--- src/rtl/exe_ctrl_pkg.sv ---
// Package: exe_ctrl_pkg
// Shared types for the execute-stage hazard controller.
//   fwd_sel_e    : forwarding source (register file, ALU_res_MEM, result_WB)
//   mc_state_e   : multi-cycle sequencer state
//   stage_tag_t  : per-stage destination tag {valid, wb_en, is_load, dest}
//   tag_writes() : "this stage will write the register a consumer reads"
package exe_ctrl_pkg;

    // Tag destination field is sized for the widest supported register
    // index; narrower indices are zero-extended on entry.
    localparam int unsigned TAG_DEST_W = 8;

    typedef enum logic [1:0] {
        FWD_REG = 2'd0,
        FWD_MEM = 2'd1,
        FWD_WB  = 2'd2
    } fwd_sel_e;

    typedef enum logic {
        IDLE = 1'b0,
        BUSY = 1'b1
    } mc_state_e;

    typedef struct packed {
        logic                  valid;
        logic                  wb_en;
        logic                  is_load;
        logic [TAG_DEST_W-1:0] dest;
    } stage_tag_t;

    localparam stage_tag_t TAG_BUBBLE = '0;

    // A stage produces a source operand when it holds a valid, writing
    // instruction whose destination equals a source that is really read.
    // Register 0 never matches when it is hardwired.
    function automatic logic tag_writes(input stage_tag_t            t,
                                        input logic [TAG_DEST_W-1:0] src,
                                        input logic                  used,
                                        input logic                  zero_reg);
        return t.valid & t.wb_en & used & (t.dest == src) &
               ~(zero_reg & (src == '0));
    endfunction

endpackage

--- src/rtl/exe_fwd_cmp.sv ---
// Module: exe_fwd_cmp
// Forwarding comparator for one source operand of the EXE instruction.
// MEM has priority over WB (youngest producer wins).
// Ports:
//   src      in  TAG_DEST_W  source register (zero-extended)
//   used     in  1           source is actually read
//   mem_tag  in  stage_tag_t MEM stage tag
//   wb_tag   in  stage_tag_t WB stage tag
//   sel      out fwd_sel_e   forwarding select
module exe_fwd_cmp
    import exe_ctrl_pkg::*;
#(
    parameter int unsigned ZERO_REG = 1
) (
    input  logic [TAG_DEST_W-1:0] src,
    input  logic                  used,
    input  stage_tag_t            mem_tag,
    input  stage_tag_t            wb_tag,
    output fwd_sel_e              sel
);

    localparam logic ZR = (ZERO_REG != 0);

    always_comb begin
        sel = FWD_REG;
        if (tag_writes(mem_tag, src, used, ZR)) begin
            sel = FWD_MEM;
        end else if (tag_writes(wb_tag, src, used, ZR)) begin
            sel = FWD_WB;
        end
    end

endmodule

--- src/rtl/exe_hazard_ctrl.sv ---
// Module: exe_hazard_ctrl
// Execute-stage sequencer: tracks EXE/MEM/WB destination tags, drives the
// operand/store forwarding selects, load-use and multi-cycle stalls, and
// EXE bubbles/holds.
// Configuration macro: EXE_FORWARDING_EN
//   defined   : MEM/WB forwarding plus a one-cycle load-use stall
//   undefined : selects tied to 0; stall while any in-flight writer
//               (EXE/MEM/WB) targets a used ID source
// Ports:
//   clk, rst_n                       clock, async active-low reset
//   id_valid, id_src1/2/st, id_use1/2/st, id_dest, id_wb_en,
//   id_is_load, id_is_multi          decoded ID instruction
//   flush                            squash ID instruction and EXE slot
//   val1_sel, val2_sel, st_val_sel   forwarding selects for the EXE op
//   stall                            freeze PC and IF/ID
//   exe_bubble                       load a NOP into ID/EXE
//   exe_hold                         hold ID/EXE (multi-cycle op)
module exe_hazard_ctrl
    import exe_ctrl_pkg::*;
#(
    parameter int unsigned REG_ADDR_W = 5,
    parameter int unsigned SEL_W      = 2,
    parameter int unsigned MULTI_LAT  = 4,
    parameter int unsigned ZERO_REG   = 1
) (
    input  logic                  clk,
    input  logic                  rst_n,
    input  logic                  id_valid,
    input  logic [REG_ADDR_W-1:0] id_src1,
    input  logic [REG_ADDR_W-1:0] id_src2,
    input  logic [REG_ADDR_W-1:0] id_src_st,
    input  logic                  id_use1,
    input  logic                  id_use2,
    input  logic                  id_use_st,
    input  logic [REG_ADDR_W-1:0] id_dest,
    input  logic                  id_wb_en,
    input  logic                  id_is_load,
    input  logic                  id_is_multi,
    input  logic                  flush,
    output logic [SEL_W-1:0]      val1_sel,
    output logic [SEL_W-1:0]      val2_sel,
    output logic [SEL_W-1:0]      st_val_sel,
    output logic                  stall,
    output logic                  exe_bubble,
    output logic                  exe_hold
);

    localparam int unsigned      CNT_W   = $clog2(MULTI_LAT);
    localparam logic [CNT_W-1:0] CNT_ONE = CNT_W'(1);
    localparam logic [CNT_W-1:0] CNT_END = CNT_W'(MULTI_LAT - 1);
    localparam logic             ZR      = (ZERO_REG != 0);

    stage_tag_t            exe_q, mem_q, wb_q, id_tag;
    mc_state_e             state_q, state_d;
    logic [CNT_W-1:0]      cnt_q, cnt_d;
    logic                  busy, hazard, issue;
    logic [TAG_DEST_W-1:0] src1_x, src2_x, srcst_x;

    assign src1_x  = TAG_DEST_W'(id_src1);
    assign src2_x  = TAG_DEST_W'(id_src2);
    assign srcst_x = TAG_DEST_W'(id_src_st);
    assign id_tag  = '{valid: 1'b1, wb_en: id_wb_en, is_load: id_is_load,
                       dest: TAG_DEST_W'(id_dest)};

    always_comb begin
        logic rd_exe, rd_mem, rd_wb;
        rd_exe = tag_writes(exe_q, src1_x, id_use1, ZR) |
                 tag_writes(exe_q, src2_x, id_use2, ZR) |
                 tag_writes(exe_q, srcst_x, id_use_st, ZR);
        rd_mem = tag_writes(mem_q, src1_x, id_use1, ZR) |
                 tag_writes(mem_q, src2_x, id_use2, ZR) |
                 tag_writes(mem_q, srcst_x, id_use_st, ZR);
        rd_wb  = tag_writes(wb_q, src1_x, id_use1, ZR) |
                 tag_writes(wb_q, src2_x, id_use2, ZR) |
                 tag_writes(wb_q, srcst_x, id_use_st, ZR);
`ifdef EXE_FORWARDING_EN
        hazard = id_valid & exe_q.is_load & rd_exe;
`else
        hazard = id_valid & (rd_exe | rd_mem | rd_wb);
`endif
    end

    assign issue = id_valid & ~stall & ~flush;

    // Multi-cycle sequencer: state register
    always_ff @(posedge clk or negedge rst_n) begin
        if (!rst_n) begin
            state_q <= IDLE;
            cnt_q   <= '0;
        end else begin
            state_q <= state_d;
            cnt_q   <= cnt_d;
        end
    end

    // Next state: entry is decided while the op is still in ID, so the
    // final un-held EXE cycle of a multi op never re-arms the sequencer.
    always_comb begin
        state_d = state_q;
        cnt_d   = cnt_q;
        if (flush) begin
            state_d = IDLE;
            cnt_d   = '0;
        end else if (state_q == BUSY) begin
            if (cnt_q == CNT_END) begin
                state_d = IDLE;
                cnt_d   = '0;
            end else begin
                cnt_d = cnt_q + CNT_ONE;
            end
        end else if (issue && id_is_multi) begin
            state_d = BUSY;
            cnt_d   = CNT_ONE;
        end
    end

    // Outputs: flush dominates; BUSY governs over a pending load-use.
    always_comb begin
        busy       = (state_q == BUSY);
        exe_hold   = busy & ~flush;
        stall      = ~flush & (busy | hazard);
        exe_bubble = flush | (~busy & hazard);
    end

    // MEM takes a bubble on every BUSY cycle, including one that is
    // flushed: the squashed multi op must never reach writeback.
    always_ff @(posedge clk or negedge rst_n) begin
        if (!rst_n) begin
            exe_q <= TAG_BUBBLE;
            mem_q <= TAG_BUBBLE;
            wb_q  <= TAG_BUBBLE;
        end else begin
            wb_q  <= mem_q;
            mem_q <= busy ? TAG_BUBBLE : exe_q;
            if (!exe_hold) begin
                exe_q <= issue ? id_tag : TAG_BUBBLE;
            end
        end
    end

`ifdef EXE_FORWARDING_EN
    logic [TAG_DEST_W-1:0] exe_src1, exe_src2, exe_srcst;
    logic                  exe_use1, exe_use2, exe_usest;
    fwd_sel_e              live1, live2, livest;
    fwd_sel_e              held1, held2, heldst;
    fwd_sel_e              out1, out2, outst;
    logic                  sel_frozen;

    always_ff @(posedge clk or negedge rst_n) begin
        if (!rst_n) begin
            exe_src1  <= '0;
            exe_src2  <= '0;
            exe_srcst <= '0;
            exe_use1  <= 1'b0;
            exe_use2  <= 1'b0;
            exe_usest <= 1'b0;
        end else if (!exe_hold) begin
            exe_src1  <= src1_x;
            exe_src2  <= src2_x;
            exe_srcst <= srcst_x;
            exe_use1  <= issue & id_use1;
            exe_use2  <= issue & id_use2;
            exe_usest <= issue & id_use_st;
        end
    end

    exe_fwd_cmp #(.ZERO_REG(ZERO_REG)) u_fwd_src1 (
        .src(exe_src1), .used(exe_use1), .mem_tag(mem_q), .wb_tag(wb_q), .sel(live1)
    );
    exe_fwd_cmp #(.ZERO_REG(ZERO_REG)) u_fwd_src2 (
        .src(exe_src2), .used(exe_use2), .mem_tag(mem_q), .wb_tag(wb_q), .sel(live2)
    );
    exe_fwd_cmp #(.ZERO_REG(ZERO_REG)) u_fwd_src_st (
        .src(exe_srcst), .used(exe_usest), .mem_tag(mem_q), .wb_tag(wb_q), .sel(livest)
    );

    // First BUSY cycle shows the live selects; later BUSY cycles replay
    // them because the producers drain out of MEM/WB during the hold.
    assign sel_frozen = busy && (cnt_q != CNT_ONE);
    assign out1  = sel_frozen ? held1  : live1;
    assign out2  = sel_frozen ? held2  : live2;
    assign outst = sel_frozen ? heldst : livest;

    always_ff @(posedge clk or negedge rst_n) begin
        if (!rst_n) begin
            held1  <= FWD_REG;
            held2  <= FWD_REG;
            heldst <= FWD_REG;
        end else begin
            held1  <= out1;
            held2  <= out2;
            heldst <= outst;
        end
    end

    assign val1_sel   = SEL_W'(out1);
    assign val2_sel   = SEL_W'(out2);
    assign st_val_sel = SEL_W'(outst);
`else
    assign val1_sel   = '0;
    assign val2_sel   = '0;
    assign st_val_sel = '0;
`endif

endmodule

--- config.mk ---
export PLATFORM = sky130hd
export DESIGN_NAME = exe_hazard_ctrl
export DESIGN_NICKNAME = d
export VERILOG_FILES = /design/src/rtl/exe_ctrl_pkg.sv /design/src/rtl/exe_fwd_cmp.sv /design/src/rtl/exe_hazard_ctrl.sv
export SDC_FILE = /design/constraint.sdc
export NUM_CORES = 1
export LEC_CHECK = 0
export CORE_MARGIN = 5
export CORE_UTILIZATION = 50
export CTS_BUF_LIST = sky130_fd_sc_hd__clkbuf_8
export CTS_CLUSTER_SIZE = 24
export DETAILED_ROUTE_END_ITERATION = 8
export MAX_ROUTING_LAYER = met4
export PLACE_DENSITY = 0.82
export SLEW_MARGIN = 20
export SYNTH_ARGS = -nofsm -noshare
export SYNTH_HDL_FRONTEND = slang
export SYNTH_SLANG_ARGS = --single-unit
--- constraint.sdc ---
create_clock -name clk -period 2.8 [get_ports clk]
set_clock_uncertainty 0.15 [all_clocks]
set_input_delay 0.42 -clock clk [delete_from_list [all_inputs] [get_ports clk]]
set_output_delay 0.42 -clock clk [all_outputs]
set_load 0.01 [all_outputs]
==> results_dict.tcl <==
set metrics [dict create \
    outcome "finished, final reports clean" \
    synth_most_common_cell "xor2_1" \
    final_hold_viol_count 0 \
    synth_cell_types 26 \
    post_dp_cell_area_um2 1960 \
    finalPower_uw 835 \
    cts_root_buf "clkbuf_8" \
    syn_area_um2 1440 \
    insertion_delay_ns 0.27 \
    cts_made_buffers 3 \
    initial_core_util 0.523 \
    fin_crit_ns 2.76 \
    start_kind "primary input" \
    drv_slew 0 \
    hold_start "mem_q[10]" \
    crit_required_ns 2.23 \
    drive_gt1_frac 0.296 \
    fin_crit_sh 0.984 \
    synth_fa_ha_area_frac 0.00868 \
    syn_inst 135 \
    synth_seq_area_share 0.417 \
    cp_max_fo 4 \
    fp-row-count 19 \
    cap_violations 0 \
    synthMuxAreaShare 0 \
    globalplace.congestion 0.938 \
    syn_to_final_growth_pct 50.5 \
    grt_overflow 0 \
    synth.area.top_cells "dfrtp_1 42%, xor2_1 22%, xnor2_1 5.5%" \
    ios 39 \
    synth_warnings 0 \
    drtAntennaViolNets 0 \
    grt_usage 0.227 \
    yosys.area.top_type "dfrtp_1" \
    clk_path_buf_depth 2 \
    cts.htree.levels 1 \
    route.detailed.drc 0 \
    cts.sinks 24 \
    vias_per_cell 5.82 \
    dieHeight_um 63.7 \
    portBuffers 31 \
    synth_common_cells "36 x xor2_1, 24 x dfrtp_1, 9 x nand4_1, 9 x nor4_1, 9 x xnor2_1" \
    syn_area_per_cell_um2 10.7 \
    critPathLaunch "id_src2[2]" \
    die_area_um2 4060 \
    num_antenna_cells 0 \
    yosys.area_share.simple 0.158 \
    die_w_um 63.7 \
    cp-end-kind "output port" \
    clk_pin_slew_ns 0.08 \
    synth_edf_count 0 \
    nets 231 \
    ys.flop_type "dfrtp_1" \
    synth_xor_area_frac 0.273 \
    fmax_mhz 363 \
    path_class "primary input to output port" \
    tns_ns 0 \
    drt-initial-drc-count 86 \
    dp_hpwl_um 3250 \
    antenna_found_initial 0 \
    cts_hold_buf 0 \
    cts_tree "done" \
    wire_per_inst_um 19.6 \
    hp-class "register to register" \
    cp_data_arrival_time_ns 2.19 \
    setup_viol 0 \
    vias 1338 \
    peakVddDrop_v 0.000438 \
    grt_setup_unrepaired "true" \
    design_area_um2 2170 \
    first_pass_iters 4 \
    core_area_um2 2760 \
    powerDensity_nw_per_um2 385 \
    grt_start_max_net_pins 25 \
    grt_first_pass_wirelength_um 6960 \
    ys_async_sr_fraction 1.00 \
    grt_pass1_vias 1393 \
    p_leak_nw 1.02 \
    rr_startpoint "exe_q[1]" \
    synth-compound-area-share 0.102 \
    drt_wl_total_um 4510 \
    synth_top_family_by_area "XOR/XNOR gates" \
    yosysTopAreaCellShare 0.417 \
    ys_ff_latch 24 \
]
==> sequential cells by signal (all words and copies together), names as in the netlist <==
signal  cells
cnt_q       2
busy        1
mem_q       7
exe_q       7
wb_q        7
==> layout make-up <==
type,instances,area [um2]
Multi-Input combinational cell,107,937
Fill cell,175,588
Clock buffer,4,55.1
Inverter,2,7.51
Sequential cell,24,606
Tap cell,31,38.8
Timing Repair Buffer,62,526
==> cells in the final DEF, fill, tap and decap left out, drive strengths merged, types with 2 or more instances in the layout <==
master         Yosys  layout
nor2               2       2
nor2b              7       7
nor4              10      10
a21oi              2       2
nand2              2       2
buf                6      33
a22o               7       7
inv                2       2
o21ai              3       3
dfrtp             24      24
xor2              36      36
nand4              9       9
conb               1       6
xnor2              9       9
clkdlybuf4s15      0       2
or4                4       4
clkdlybuf4s50      0      15
a31oi              3       3
dlygate4sd2        0      10
clkbuf             1       5
==> timing repair <==
| item | in CTS | in global routing |
|---|---|---|
| setup buffers | 2 | 3 |
| cloned | 0 | 0 |
| pin swaps | 13 | 21 |
| setup endpoints to repair | 2 | 2 |
| resized for setup | 34 | 20 |
==> final timing paths <==
check                      depth (start not counted)         end  slack, ns
hold / removal                                     0    wb_q[10]       0.32
setup / recovery                                   9  exe_bubble       0.04
hold reg to reg                                    0    wb_q[10]       0.32
setup reg to reg                                   8    cnt_q[1]       0.42
max in group asynchronous                          2     wb_q[1]       1.87
min in group asynchronous                          2    mem_q[4]       0.35
==> per-stage QoR <==
stage	instances	setup WS, ns	util	hold WS (ns)
after global placement	221	-0.584	0.709	0.275
after CTS	227	0.0558	0.753	0.288
after floorplan	140	0.561	-	-0.0256
final	230	0.0444	0.787	0.321
after global routing	230	-0.0918	0.787	0.340
after detailed placement	221	-0.611	0.709	0.277
==> layer usage <==
layer  GRT usage  up-vias  share of wire
met3      0.0391        8          0.058
met2       0.385       56           0.52
met1       0.274      673           0.40
li1            -      601              -
met4      0.0727        0          0.021
met5           -        -              0
==> critical path, cell delays in order <==
cell	delay, ns
clkdlybuf4s15_1	0.25
buf_4	0.18
xor2_2	0.18
nor4_2	0.32
nand4_1	0.19
a31oi_4	0.25
o31ai_4	0.08
o21bai_1	0.16
buf_2	0.15
==> logic make-up (layout without fill, tap and decap cells) <==
group	count (synthesis)	in the layout
adders and majority gates	1	1
buffers and inverters	9	68
and+or+nand+nor	35	35
AOI/OAI and AO/OA	20	20
other	1	6
xor gates and xnor gates	45	45
DFF	24	24
==> power by group <==
| part | switching (mW) | leakage (nW) | internal, mW |
|---|---|---|---|
| registers | 0.0307 | 0.317 | 0.367 |
| logic | 0.0962 | 0.671 | 0.106 |
| clock network | 0.109 | 0.0288 | 0.125 |
| total | 0.236 | 1.02 | 0.599 |
Note: power is estimated with default switching activity, not from simulation.
